[src/rtl/core_dout_buf_if.sv]
// Bus between the descrypt core, the result buffer and the draining arbiter.
// Optional dout_last signal exists only when CORE_DOUT_BUF_LAST_EN is defined.
interface core_dout_buf_if #(
   parameter int WIDTH = 4
);
   // Handshake: the core pushes one word per cycle and a header is only kept while
   // core_dout_ready=1. dout is valid while empty=0; it is consumed on a cycle with rd_en=1 and empty=0.
   logic [WIDTH-1:0] core_dout;
   logic             core_dout_ready;
   logic [WIDTH-1:0] dout;
   logic             empty;
   logic             rd_en;
   logic             err_core_dout;
   logic [1:0]       dbg_wr_state;
`ifdef CORE_DOUT_BUF_LAST_EN
   logic             dout_last;

   modport master (
      output core_dout, rd_en,
      input  core_dout_ready, dout, empty, err_core_dout, dbg_wr_state, dout_last
   );
   modport slave (
      input  core_dout, rd_en,
      output core_dout_ready, dout, empty, err_core_dout, dbg_wr_state, dout_last
   );
`else
   modport master (
      output core_dout, rd_en,
      input  core_dout_ready, dout, empty, err_core_dout, dbg_wr_state
   );
   modport slave (
      input  core_dout, rd_en,
      output core_dout_ready, dout, empty, err_core_dout, dbg_wr_state
   );
`endif
endinterface

[src/rtl/core_dout_buf.sv]
// Ring of N_PKT packet slots capturing short/long core result packets and replaying them per rd_en.
// Define CORE_DOUT_BUF_LAST_EN to drive dout_last (final word of the presented packet).
module core_dout_buf #(
   parameter int WIDTH     = 4,
   parameter int MAX_LEN   = 6,
   parameter int SHORT_LEN = 2,
   parameter int N_PKT     = 2
) (
   input logic            CLK,
   input logic            RESET_N,
   core_dout_buf_if.slave bus
);

   localparam int IDX_W = $clog2(MAX_LEN);
   localparam int PTR_W = (N_PKT > 1) ? $clog2(N_PKT) : 1;
   localparam int CNT_W = $clog2(N_PKT + 1);

   localparam logic [IDX_W-1:0] LAST_IDX   = IDX_W'(MAX_LEN - 1);
   localparam logic [IDX_W-1:0] SHORT_LAST = IDX_W'(SHORT_LEN - 1);
   localparam logic [PTR_W-1:0] LAST_SLOT  = PTR_W'(N_PKT - 1);
   localparam logic [CNT_W-1:0] FULL_CNT   = CNT_W'(N_PKT);

   typedef enum logic [1:0] {
      W_IDLE    = 2'd0,
      W_COLLECT = 2'd1,
      W_DISCARD = 2'd2
   } wr_state_e;

   wr_state_e        wr_state_q, wr_state_d;
   logic [IDX_W-1:0] wr_idx_q, wr_idx_d;
   logic [PTR_W-1:0] wr_ptr_q, wr_ptr_d;
   logic [PTR_W-1:0] rd_ptr_q, rd_ptr_d;
   logic [IDX_W-1:0] rd_idx_q, rd_idx_d;
   logic [CNT_W-1:0] count_q, count_d;
   logic             ready_q, ready_d;
   logic             err_q, err_d;

   logic [WIDTH-1:0] mem_q [N_PKT][MAX_LEN];
   logic             long_q [N_PKT];

   logic             hdr, slot_free, pkt_end;
   logic             mem_we, flag_we, commit, err_set;
   logic             empty, rd_fire, release_pkt;
   logic [IDX_W-1:0] rd_last_idx;

   function automatic logic [PTR_W-1:0] ptr_inc(input logic [PTR_W-1:0] p);
      return (p == LAST_SLOT) ? '0 : p + 1'b1;
   endfunction

   assign hdr       = bus.core_dout[0];
   assign slot_free = (count_q < FULL_CNT);
   // Word 1 without EQUAL closes a short packet; otherwise the packet runs to MAX_LEN words.
   assign pkt_end   = ((wr_idx_q == SHORT_LAST) && !bus.core_dout[1]) || (wr_idx_q == LAST_IDX);

   // Write FSM: state register
   always_ff @(posedge CLK or negedge RESET_N) begin
      if (!RESET_N) wr_state_q <= W_IDLE;
      else          wr_state_q <= wr_state_d;
   end

   // Write FSM: next state
   always_comb begin
      wr_state_d = wr_state_q;
      case (wr_state_q)
         W_IDLE:    if (hdr) wr_state_d = slot_free ? W_COLLECT : W_DISCARD;
         W_COLLECT,
         W_DISCARD: if (pkt_end) wr_state_d = W_IDLE;
         default:   wr_state_d = W_IDLE;
      endcase
   end

   // Write FSM: outputs
   always_comb begin
      mem_we   = 1'b0;
      flag_we  = 1'b0;
      commit   = 1'b0;
      err_set  = 1'b0;
      wr_idx_d = wr_idx_q;
      case (wr_state_q)
         W_IDLE: begin
            wr_idx_d = '0;
            if (hdr) begin
               wr_idx_d = IDX_W'(1);
               mem_we   = slot_free;
               err_set  = !slot_free;
            end
         end
         W_COLLECT, W_DISCARD: begin
            mem_we  = (wr_state_q == W_COLLECT);
            flag_we = (wr_state_q == W_COLLECT) && (wr_idx_q == SHORT_LAST);
            err_set = (wr_idx_q == SHORT_LAST) && (bus.core_dout[1:0] == 2'b00);
            commit  = (wr_state_q == W_COLLECT) && pkt_end;
            wr_idx_d = pkt_end ? '0 : wr_idx_q + 1'b1;
         end
         default: wr_idx_d = '0;
      endcase
   end

   // Read side
   always_comb begin
      rd_last_idx = long_q[rd_ptr_q] ? LAST_IDX : SHORT_LAST;
      empty       = (count_q == '0);
      rd_fire     = bus.rd_en && !empty;
      release_pkt = rd_fire && (rd_idx_q == rd_last_idx);
      rd_idx_d    = rd_idx_q;
      if (rd_fire) rd_idx_d = release_pkt ? '0 : rd_idx_q + 1'b1;
      rd_ptr_d = release_pkt ? ptr_inc(rd_ptr_q) : rd_ptr_q;
      wr_ptr_d = commit ? ptr_inc(wr_ptr_q) : wr_ptr_q;
      case ({commit, release_pkt})
         2'b10:   count_d = count_q + 1'b1;
         2'b01:   count_d = count_q - 1'b1;
         default: count_d = count_q;
      endcase
      ready_d = (wr_state_d == W_IDLE) && (count_d < FULL_CNT);
      err_d   = err_q | err_set;
   end

   always_ff @(posedge CLK or negedge RESET_N) begin
      if (!RESET_N) begin
         wr_idx_q <= '0;
         wr_ptr_q <= '0;
         rd_ptr_q <= '0;
         rd_idx_q <= '0;
         count_q  <= '0;
         ready_q  <= 1'b1;
         err_q    <= 1'b0;
      end else begin
         wr_idx_q <= wr_idx_d;
         wr_ptr_q <= wr_ptr_d;
         rd_ptr_q <= rd_ptr_d;
         rd_idx_q <= rd_idx_d;
         count_q  <= count_d;
         ready_q  <= ready_d;
         err_q    <= err_d;
      end
   end

   // Payload storage carries no reset; content is only observed once a slot is committed.
   always_ff @(posedge CLK) begin
      if (mem_we)  mem_q[wr_ptr_q][wr_idx_q] <= bus.core_dout;
      if (flag_we) long_q[wr_ptr_q]          <= bus.core_dout[1];
   end

   assign bus.core_dout_ready = ready_q;
   assign bus.empty           = empty;
   assign bus.dout            = mem_q[rd_ptr_q][rd_idx_q];
   assign bus.err_core_dout   = err_q;
   assign bus.dbg_wr_state    = wr_state_q;
`ifdef CORE_DOUT_BUF_LAST_EN
   assign bus.dout_last       = !empty && (rd_idx_q == rd_last_idx);
`endif

endmodule
[src/flat_wrapper.sv]
// flat-port wrapper written by rule: the top's interface ports become plain ports
module core_dout_buf_flat 
#(
   parameter int WIDTH     = 4,
   parameter int MAX_LEN   = 6,
   parameter int SHORT_LEN = 2,
   parameter int N_PKT     = 2
)
  (CLK, RESET_N, bus_core_dout, bus_rd_en, bus_core_dout_ready, bus_dout, bus_empty, bus_err_core_dout, bus_dbg_wr_state);
  core_dout_buf_if #(.WIDTH(WIDTH)) bus_i ();
  input logic CLK;
  input logic RESET_N;
  input wire logic [$bits(bus_i.core_dout)-1:0] bus_core_dout;
  input wire logic [$bits(bus_i.rd_en)-1:0] bus_rd_en;
  output wire logic [$bits(bus_i.core_dout_ready)-1:0] bus_core_dout_ready;
  output wire logic [$bits(bus_i.dout)-1:0] bus_dout;
  output wire logic [$bits(bus_i.empty)-1:0] bus_empty;
  output wire logic [$bits(bus_i.err_core_dout)-1:0] bus_err_core_dout;
  output wire logic [$bits(bus_i.dbg_wr_state)-1:0] bus_dbg_wr_state;
  assign bus_i.core_dout = bus_core_dout;
  assign bus_i.rd_en = bus_rd_en;
  assign bus_core_dout_ready = bus_i.core_dout_ready;
  assign bus_dout = bus_i.dout;
  assign bus_empty = bus_i.empty;
  assign bus_err_core_dout = bus_i.err_core_dout;
  assign bus_dbg_wr_state = bus_i.dbg_wr_state;
  core_dout_buf #(.WIDTH(WIDTH), .MAX_LEN(MAX_LEN), .SHORT_LEN(SHORT_LEN), .N_PKT(N_PKT)) u_core (.CLK(CLK), .RESET_N(RESET_N), .bus(bus_i));
endmodule
[config.mk]
export PLATFORM = sky130hd
export DESIGN_NAME = core_dout_buf_flat
export DESIGN_NICKNAME = d
export VERILOG_FILES = /design/src/rtl/core_dout_buf_if.sv /design/src/rtl/core_dout_buf.sv /design/src/flat_wrapper.sv
export SDC_FILE = /design/constraint.sdc
export NUM_CORES = 1
export LEC_CHECK = 0
export BUFFER_PORTS_ARGS = -buffer_cell sky130_fd_sc_hd__buf_2
export CAP_MARGIN = 25
export CORE_MARGIN = 4
export CORE_UTILIZATION = 50
export DETAILED_ROUTE_END_ITERATION = 6
export HOLD_SLACK_MARGIN = 0.06
export PLACE_DENSITY = 0.75
export SYNTH_ARGS = -nofsm -noshare
export SYNTH_HDL_FRONTEND = slang
export SYNTH_SLANG_ARGS = --single-unit
[constraint.sdc]
create_clock -name CLK -period 6 [get_ports CLK]
set_clock_uncertainty 0.2 [all_clocks]
set_input_delay 1.2 -clock CLK [delete_from_list [all_inputs] [get_ports CLK]]
set_output_delay 1.2 -clock CLK [all_outputs]
set_load 0.05 [all_outputs]
# After elaboration in Yosys (flattened, before gate mapping)
# Memories as Yosys holds them, arrays and structs flattened.
# Index checks and enable logic that the tools add are counted.
[totals] elab_cells=75 ram_bits=50 in_bits=7 memories=2 regBits=14 output_inout_bits=9
[mem_list] memory="u_core.mem_q" words=2 word_bits=24 rd=1 rd_clocked_by_memory_dff=0 wr=1 line="core_dout_buf.sv:38" text="logic [WIDTH-1:0] mem_q [N_PKT][MAX_LEN];"
[mem_list] memory="u_core.long_q" words=2 word_bits=1 rd=1 rd_clocked_by_memory_dff=0 wr=1 line="core_dout_buf.sv:39" text="logic long_q [N_PKT];"
[op_classes] add_sub_neg=6 n_lt_le_gt_ge=5 n_reduce_logical=17 n_bitwise=3 eq_ne=7 n_mux=27
[op_table] operator="$mux 24" count=1
[op_table] operator="$bmux 4 s3" count=1
[op_table] operator="$demux 4 s3" count=1
[op_table] operator="$mux 4" count=3
[op_table] operator="$mux 1" count=10
[op_table] operator="$mux 3" count=3
[op_table] operator="$ge 4x4->1 const B" count=2
[op_table] operator="$logic_and 1x1->1" count=8
[op_table] operator="$logic_not 2->1" count=4
[op_table] operator="$not 3->4" count=2
[op_table] operator="$pmux 2 s2" count=2
[op_table] operator="$add 3x1->3 const B" count=2
[op_table] operator="$mux 2" count=3
[op_table] operator="$pmux 3 s2" count=1
[op_table] operator="$eq 2x1->1 const B" count=2
[op_table] operator="$eq 2x2->1 const B" count=2
[op_table] operator="$lt 2x2->1 const B" count=2
[op_table] operator="$lt 4x1->1 const B" count=1
[op_table] operator="$pmux 1 s2" count=2
[op_table] operator="$eq 3x1->1 const B" count=1
[op_table] operator="$eq 3x3->1" count=1
[op_table] operator="$eq 3x3->1 const B" count=1
[op_table] operator="$logic_not 1->1" count=3
[op_table] operator="$add 1x1->1 const B" count=2
[op_table] operator="5 further kinds" count=5

# Depth between registers and ports, before layout
# Gate-level depths: netlist of the first run.
[depth] ltp_word=9 depth_mapped=10 ltp_nobuf=9

# Worst setup path before layout of the first run
# OpenSTA, ideal clock, no wires.
[synth_timing] kind="reg-to-output" startpoint="register u_core.rd_ptr_q" endpoint="output bus_dout[2]" n_path_buf=2 setup_slack_ps=3129 required_ps=4600 stages_incl_launch_ff=6 t_arrival_ps=1471 path_cell_list="dfrtp_1 -> buf_6 -> buf_6 -> mux4_2 -> nand2_1 -> nand2_1"
[synth_via] elab_chain_cells=4
[synth_rtl] element="start, declared" line="core_dout_buf.sv:32" text="logic [PTR_W-1:0] rd_ptr_q, rd_ptr_d;"
[synth_rtl] element="start signal, assigned" line="core_dout_buf.sv:130" text="rd_ptr_q <= rd_ptr_d;"
[synth_rtl] element="$mem_v2 2x24"
[synth_rtl] element="$bmux 4 s3" line="core_dout_buf.sv:146" text="assign bus.dout = mem_q[rd_ptr_q][rd_idx_q];"
[synth_rtl] element="$mux 4 (implied by the code) (2 in a row)" line="core_dout_buf.sv:146"
[synth_rtl] element="end, declared" line="flat_wrapper.sv:16" text="output wire logic [$bits(bus_i.dout)-1:0] bus_dout;"
# Every way passes these cells. The select of a mux whose other input is x is not followed.

# Worst setup path in the final report of the first run
# Ends and elaborated chain as after synthesis.

==> results of run 1 <==
[flip-flops by register name, indices dropped and copies added (netlist names)]
signal / count
u_core.rd_idx_q: 3
u_core.rd_ptr_q: 1
u_core.long_q: 2
u_core.count_q: 2
u_core.bus.err_core_dout: 1
u_core.bus.dbg_wr_state: 2
u_core.bus.core_dout_ready: 1
u_core.wr_ptr_q: 1
u_core.mem_q: 48
u_core.wr_idx_q: 3
[per-stage QoR]
stage / instance area, µm² / setup slack [ps] / hold slack, ps
2_1_floorplan: 2790 / 3129 / 319.2
3_3_place_gp: 2908 / 2544 / 236.9
3_5_place_dp: 2908 / 2497 / 245.1
4_1_cts: 3103 / 2119 / 262.9
5_1_grt: 3131 / 2457 / 280.9
6_report: 3131 / 2558 / 260.7
[kinds of logic after synthesis]
logic type	synth area share (%)
buf+inv	2.287
compound gates	6.099
simple gates	9.059
mux	10.36
fa+ha+maj	3.588
flops	66.41
xor+xnor	2.197
[routing by layer]
layer / part of all wire, % / up-vias / wire (µm) / track usage, %
met5: 0 / - / 0 / 0
met1: 45 / 765 / 2293 / 23.77
met4: 2.1 / 0 / 108 / 8.824
met3: 4.0 / 12 / 205 / 3.579
met2: 49 / 34 / 2505 / 27.00
li1: - / 750 / - / -
[synthesized netlist by cell type (2+ instances only)]
cell / number / area, µm²
edfxtp_1: 50 / 1501
nor2_1: 15 / 56.30
dfrtp_1: 13 / 325.3
nand2_1: 13 / 48.80
ha_1: 8 / 100.1
mux4_2: 7 / 157.7
mux2i_1: 6 / 60.06
nand2b_1: 6 / 37.54
o21ai_0: 6 / 30.03
inv_1: 5 / 18.77
nor3_1: 5 / 25.02
xnor2_1: 5 / 43.79
a31oi_1: 4 / 25.02
mux2_2: 4 / 45.04
nand3_1: 4 / 20.02
o221ai_1: 4 / 35.03
a21oi_1: 3 / 15.01
nor2b_1: 3 / 18.77
buf_2: 2 / 10.01
buf_6: 2 / 22.52
clkbuf_1: 2 / 7.510
nand3b_1: 2 / 15.01
nor4_1: 2 / 12.51
o31ai_1: 2 / 15.01
xor2_1: 2 / 17.52
[power groups by stage]
stage | clock, W | combinational [W] | sequential [W]
6_report | 0.000361 | 0.000566 | 0.000647
5_1_grt | 0.000389 | 0.000612 | 0.000662
4_1_cts | 0.000368 | 0.000528 | 0.000672
3_5_place_dp | 0 | 0.000525 | 0.000681
3_3_place_gp | 0 | 0.000515 | 0.000674
2_1_floorplan | 0 | 0.000461 | 0.000627
[final cells by class]
class                      instances  area, µm²
tap                               70      87.58
multi-input combinational        111      873.3
clock inverter                     7      71.32
inverter                           5      18.77
fill                             411       2140
clock buffer                       9      123.9
sequential                        64       1853
timing repair buffer              16      102.6
[placed cells by master (no fill, tap or decap), types with 3 or more instances in the layout]
master,n
xnor2_1,5
a31oi_1,4
buf_2,15
nor2b_1,3
mux2i_1,6
a21oi_1,3
o21ai_0,6
o221ai_1,4
clkbuf_8,9
clkinvlp_4,3
nand3_1,4
nor2_1,15
nand2_1,13
nor3_1,5
dfrtp_1,13
mux4_2,7
nand2b_1,6
inv_1,5
ha_1,8
mux2_2,4
edfxtp_1,50
[worst min-delay path by stage]
stage	slack, ps	end
2_1_floorplan	320	u_core.count_q[0]
3_3_place_gp	240	u_core.bus.err_core_dout
3_5_place_dp	250	u_core.bus.err_core_dout
4_1_cts	260	u_core.bus.err_core_dout
5_1_grt	280	u_core.bus.err_core_dout
6_report	260	u_core.bus.err_core_dout
[critical path, stage by stage, from the launching register on]
cell and delay (ps):
dfrtp_1 510, buf_16 210, mux4_2 500, o221ai_1 200
nand2_1 70, buf_2 210
==> metrics.txt, run 1 <==
cts bufs inserted=9; number of synthesized flops with an enable pin=50; max-cap violations=0; Synth Area per Inst=14.92 µm²; Synth Cell Area=2790 µm²; critical path launch point type=register; CTS root buffer=clkbuf_8; core area=5270 µm²; Final Power=0.001575 W; Post-DRT Antenna Nets=0; CTS tree=done; post-synthesis sequential area ratio=66.41%; DP HPWL=3494 µm; Ports=16; status=completed; htree depth=3; Sw Share=38.49%; Crit. Startpoint=u_core.rd_ptr_q; Resized cells post-CTS=0; arrival time worst endpoint=2040 ps; # DRC=0; Power Dens Cells=503.0 nW/µm²; Total Neg Setup Slack=0 ps; hold_buf cts=0; worst skew pair latency=350 ps; FF-to-FF Start=u_core.bus.dbg_wr_state[0]; Slew @ Worst Pin=981.1 ps; WL/cell=18.13 µm; WHS Path Cells=1; Pleak=1.109 nW; Yosys reg bits=64; Slew headroom=33.99%; Post-CTS Setup Bufs=0; RSZ-0062 raised after global routing=no; Total GRT Usage=17.55%; crit path max fanout=15; ys async rst share=21.88%; final worst-path cycle share=57.36%; Net Switching=0.0006060 W; P&R area growth vs syn=12.20%; reg2reg setup slack=3300 ps; via count=1,561; Gate Count Post-Synth=187; first-pass GRT wire length=8355 µm; die footprint=6839 µm²; Hold Startpoint=u_core.bus.err_core_dout; largest net degree at the start of global routing=19; Nets=222; CTS Sinks=64; distinct cell type count after synthesis=37; combinational power share=35.9%; worst path required time=4600 ps; P_int=0.0009685 W; synth warn=0; Rows=26; R2R Path End=u_core.mem_q[0][16]; Peak VDD IR=0.0002937 V; total grt overflow=0; ant diodes=0; number of global-route vias before repair=1,603; Syn Nets=202; clk slew on worst S/H paths=70 ps; Final GP Congestion=0.7682; fin cells=282; Crit. End Element=primary output; initial antenna violation count=0; final setup fails=0; critical path endpoint=bus_dout[2]; fraction of layout cells with a size suffix above 1=22.17%; DR pass1 iterations=4; Final Hold Viols=0; Chip Width=82.70 µm; via density per instance=5.535; part of the power in the clock network=23.0%; r2r worst-path depth=6; Iter 0 DRT Violations=128; post-route minimum period=3442 ps; FMAX=290.6 MHz; Util after Layout=59.40%; Flop pwr share=41.1%; IO buf count=15; Top FF cell, synth=edfxtp_1; Bufs on Longest Clock Path=2; CP Class=register to primary output; Max Slew Vio Count=0; Hold Crit Class=register to register; Post-Route WL=5112 µm; placed insts=265; Initial Utilization=52.94%; Die H=82.70 µm
No activity file was read; power rests on OpenSTA's default activity.
==> inputs of run 2 (changes only) <==
clock period = 3.5 ns   (was 6 ns; I/O delays follow)
==> run 2 against run 1 <==
Sequential power increased by 72%. Non-clock buffer count increased by 4. First-iteration DRC count increased by 31%. Hold slack improved by 5.1 ps. Critical endpoint unchanged.
==> metrics.txt, run 2 (synthesis results as in run 1) <==
Post-Place Setup Slack=744.8 ps (-1752 ps); Resized cells post-CTS=0 (unchanged); max-cap violations=0 (unchanged); CTS Sinks=64 (unchanged); htree depth=3 (unchanged); P&R area growth vs syn=14.57%; cts bufs inserted=9 (unchanged); Slew @ Worst Pin=609.9 ps (-371.2 ps); die footprint=6839 µm² (unchanged); placed standard-cell area=2938 µm² (+1.0%); via density per instance=5.661 (+2.3%); core area=5270 µm² (unchanged); crit path max-delay cell type=dfrtp_1; most flop-heavy register=u_core.mem_q; CTS tree=done; # DRC=0 (unchanged); Util after Layout=60.66% (+1.3 points); via count=1,619 (+3.7%); initial antenna violation count=0 (unchanged); Post-DRT Antenna Nets=0 (unchanged); Bufs on Longest Clock Path=2 (unchanged); Final GP Congestion=0.7841 (+2.1%); IO buf count=15 (unchanged); commonest non-fill, non-tap cells in the layout=edfxtp_1 (50), nor2_1 (15), buf_2 (15), nand2_1 (13), dfrtp_1 (13); Critical Path, Cell by Cell=mux4_2 -> o221ai_1 -> nand2_1 -> buf_2; Crit. End Element=primary output; final worst-path cycle share=87.83%; DP HPWL=3521 µm (+0.76%); Initial Utilization=52.94% (unchanged); RSZ-0062 raised after global routing=no; final hold slack=265.7 ps (+5.073 ps); Total Neg Setup Slack=0 ps (unchanged); Peak VDD IR=0.0004305 V (+47%); Rows=26 (unchanged); Worst Path Buf+Inv=1 (-1); CP Class=register to primary output; Nets=226 (+1.8%); Final Hold Viols=0 (unchanged); Final Worst Setup Slack=426.1 ps (-2132 ps); CTS root buffer=clkbuf_8; Post-Route WL=5167 µm (+1.1%); fraction of layout cells with a size suffix above 1=23.15% (+0.98 points); Crit path max-delay family=flip-flops; Ports=16 (unchanged); CP peak stage delay=710 ps (+200 ps); Slew headroom=59.03% (+25 points); max reg flops=48 (unchanged); DR pass1 iterations=4 (unchanged); clk slew on worst S/H paths=70 ps (about the same); arrival time worst endpoint=2170 ps (+130 ps); status=completed; Iter 0 DRT Violations=168 (+31%); worst skew pair latency=330 ps (-20 ps); Total GRT Usage=17.65% (+0.11 points); largest net degree at the start of global routing=19 (unchanged); Pleak=1.154 nW (+4.1%); Hold Crit Class=register to register; number of global-route vias before repair=1,659 (+3.5%); Chip Width=82.70 µm (unchanged); first-pass GRT wire length=8583 µm (+2.7%); FMAX=325.3 MHz; post-route minimum period=3074 ps; commonest non-fill, non-tap cell in the layout=edfxtp_1; Die H=82.70 µm (unchanged); WL/cell=18.07 µm (-0.34%); worst path required time=2600 ps (-2000 ps); ant diodes=0 (unchanged); Max Slew Vio Count=0 (unchanged); Final Cell Area=3197 µm² (+2.1%); biggest regs=u_core.mem_q: 48 flops, u_core.rd_idx_q: 3 flops, u_core.wr_idx_q: 3 flops; critical path launch point type=register; total grt overflow=0 (unchanged); final setup fails=0 (unchanged); crit path max fanout=12 (-3); Power Dens Cells=890.8 nW/µm² (+77%)
[run 2: repair_timing]
| item | 4_1_cts | 5_1_grt |
|---|---|---|
| hold buffers | 1 | 0 |
| endpoints found under the setup margin | 0 | 0 |
| setup buffers | 0 | 0 |
| hold endpoints to repair | 13 | 0 |
[run 2: final timing paths]
| kind | from | endpoint | slack [ps] | cells after the start |
|---|---|---|---|---|
| max in group asynchronous | RESET_N | u_core.bus.core_dout_ready | 2210 | 2 |
| min reg2reg | u_core.bus.err_core_dout | u_core.bus.err_core_dout | 270 | 1 |
| max | u_core.rd_ptr_q | bus_dout[2] | 430 | 4 |
| min in group asynchronous | RESET_N | u_core.bus.err_core_dout | 600 | 2 |
| min | u_core.bus.err_core_dout | u_core.bus.err_core_dout | 270 | 1 |
| max reg2reg | u_core.bus.dbg_wr_state[0] | u_core.mem_q[1][22] | 980 | 6 |
[run 2: power breakdown]
group          leakage [nW]  internal (W)  switching, W
registers             0.622      0.000947      0.000167
logic                 0.407      0.000378      0.000577
clock network         0.125      0.000482      0.000297
[run 2: area by class of cell]
type | count | area [µm²]
Timing Repair Buffer | 20 | 115.1
Tap cell | 70 | 87.58
Clock inverter | 7 | 125.1
Fill cell | 413 | 2073
Clock buffer | 9 | 123.9
Multi-Input combinational cell | 111 | 873.3
Inverter | 5 | 18.77
Sequential cell | 64 | 1853
[run 2: stage by stage]
step	std cells	power [W]
2_1_floorplan	187	0.001866
4_1_cts	286	0.002872
6_report	286	0.002848
5_1_grt	286	0.003014
3_3_place_gp	269	0.002066
3_5_place_dp	269	0.002083
[run 2: layer usage]
layer | routed length (µm) | track usage, %
met3 | 304 | 5.640
met2 | 2519 | 26.44
met1 | 2284 | 24.32
met5 | 0 | 0
met4 | 58 | 6.373
[run 2: worst register-to-register path, delay by kind of cell, from the launching register on]
kind | cells | cell delay [ps]
fa+ha+maj | 1 | 250
buf+inv | 1 | 120
flops | 1 | 460
mux | 1 | 240
simple gates | 3 | 900
==> inputs of run 3 (changes only) <==
CTS_BUF_LIST = sky130_fd_sc_hd__clkbuf_2   (was not set)
==> run 3 against run 2 <==
Hold slack gained 23 ps. Via count up 0.62%. Sequential share of layout area grew 1.5 points. Wire length up 0.48%. Global-route usage shrank 0.23 points. Die area stayed put. Clock power down 23%. Sequential power is essentially flat. Count of clock-buffer cells in the layout unchanged. Largest cell class unchanged.
==> metrics.txt, run 3 (synthesis results as in run 1) <==
status=completed; final worst-path cycle share=93.03% (+5.2 points); Bufs on Longest Clock Path=2 (unchanged); Ports=16 (unchanged); FMAX=307.1 MHz (-5.6%); via count=1,629 (+0.62%); Final GP Congestion=0.7841 (unchanged); Crit. Startpoint=u_core.rd_ptr_q; Rows=26 (unchanged); via density per instance=5.696 (+0.62%); WL/cell=18.15 µm (+0.48%); total grt overflow=0 (unchanged); storage element area=1853 µm² (unchanged); max reg flops=48 (unchanged); Final Power=0.002669 W (-6.3%); worst path required time=2600 ps (about the same); IO buf count=15 (unchanged); Hold Startpoint=u_core.bus.err_core_dout; Util after Layout=59.16% (-1.5 points); Total GRT Usage=17.43% (-0.23 points); largest net degree at the start of global routing=19 (unchanged); Pleak=1.127 nW (-2.4%); commonest non-fill, non-tap cell in the layout=edfxtp_1; DP HPWL=3521 µm (unchanged); Total Neg Setup Slack=0 ps (unchanged); RSZ-0062 raised after global routing=no; Final Worst Setup Slack=243.9 ps (-182.2 ps); clk slew on worst S/H paths=200 ps (+130 ps); CTS Sinks=64 (unchanged); final setup fails=0 (unchanged); max-cap violations=0 (unchanged); Slew @ Worst Pin=620.0 ps (+10.05 ps); biggest regs=u_core.mem_q: 48 flops, u_core.rd_idx_q: 3 flops, u_core.wr_idx_q: 3 flops; Post-DRT Antenna Nets=0 (unchanged); Nets=226 (unchanged); Hold Crit Class=register to register; Final Cell Area=3118 µm² (-2.5%); FF-to-FF Start=u_core.bus.dbg_wr_state[0]; crit path max fanout=12 (unchanged); area of the multi-input gates=873.3 µm² (unchanged); Final Hold Viols=0 (unchanged); worst skew pair latency=480 ps (+150 ps); Post-Place Setup Slack=744.8 ps (unchanged); placed standard-cell area=2938 µm² (unchanged); Die H=82.70 µm (unchanged); CTS root buffer=clkbuf_2; htree depth=3 (unchanged); Chip Width=82.70 µm (unchanged); commonest non-fill, non-tap cells in the layout=edfxtp_1 (50), nor2_1 (15), buf_2 (15), nand2_1 (13), dfrtp_1 (13); number of global-route vias before repair=1,649 (-0.60%); core area=5270 µm² (unchanged); Max Slew Vio Count=0 (unchanged); arrival time worst endpoint=2360 ps (+190 ps); Power Dens Cells=856.0 nW/µm² (-3.9%); # DRC=0 (unchanged); DR pass1 iterations=4 (unchanged); first-pass GRT wire length=8445 µm (-1.6%); initial antenna violation count=0 (unchanged); fill count=429 (+3.9%); CP Class=register to primary output; CTS tree=done; Initial Utilization=52.94% (unchanged); Slew headroom=58.35% (-0.68 points); hold_buf cts=1 (unchanged); post-route minimum period=3256 ps (+182.2 ps); cts bufs inserted=9 (unchanged); Resized cells post-CTS=0 (unchanged); fraction of layout cells with a size suffix above 1=23.15% (unchanged); most flop-heavy register=u_core.mem_q; Post-CTS Setup Bufs=0 (unchanged); Crit. End Element=primary output; ant diodes=0 (unchanged); critical path launch point type=register; Peak VDD IR=0.0003660 V (-15%); P&R area growth vs syn=11.75%; die footprint=6839 µm² (unchanged); Post-Route WL=5192 µm (+0.48%); Iter 0 DRT Violations=164 (-2.4%)
run 3: cell type report:
class,count,area share (%)
Sequential cell,64,59.43
Inverter,5,0.6019
Clock buffer,9,1.445
Timing Repair Buffer,20,3.692
Clock inverter,7,4.013
Tap cell,70,2.809
Multi-Input combinational cell,111,28.01
run 3: worst paths after layout:
check	end	slack (ps)	cells after the start
worst min-delay path	u_core.bus.err_core_dout	290	1
worst max register to register	u_core.mem_q[1][21]	970	6
worst max-delay path	bus_dout[3]	240	6
max in group asynchronous	u_core.bus.core_dout_ready	2380	2
min in group asynchronous	u_core.rd_ptr_q	410	2
worst min register to register	u_core.bus.err_core_dout	290	1
run 3: metal layers:
| layer | share of wire (%) | vias up | GRT usage [%] |
|---|---|---|---|
| met4 | 1.8 | 0 | 8.987 |
| met1 | 46 | 819 | 24.14 |
| met3 | 4.6 | 11 | 3.362 |
| met2 | 48 | 37 | 26.28 |
| li1 | - | 762 | - |
| met5 | 0 | - | 0 |
run 3: power breakdown:
group	leakage, nW	switching, W	total [W]	internal [W]
registers	0.622	0.000169	0.00111	0.000945
clock network	0.0975	0.000285	0.000602	0.000317
logic	0.407	0.000575	0.000952	0.000378
total	1.13	0.00103	0.00267	0.00164
run 3: per-stage QoR:
stage | instances | hold slack (ps)
2_1_floorplan | 187 | 204.4
3_3_place_gp | 269 | 237.2
3_5_place_dp | 269 | 256.8
4_1_cts | 286 | 298.3
5_1_grt | 286 | 321.3
6_report | 286 | 288.3
run 3: worst max-delay path, cell delays in order, from the launching register on:
cell,delay [ps]
dfrtp_1,770
buf_4,260
mux2i_1,90
a31oi_1,240
o221ai_1,160
nand2_1,90
buf_2,260
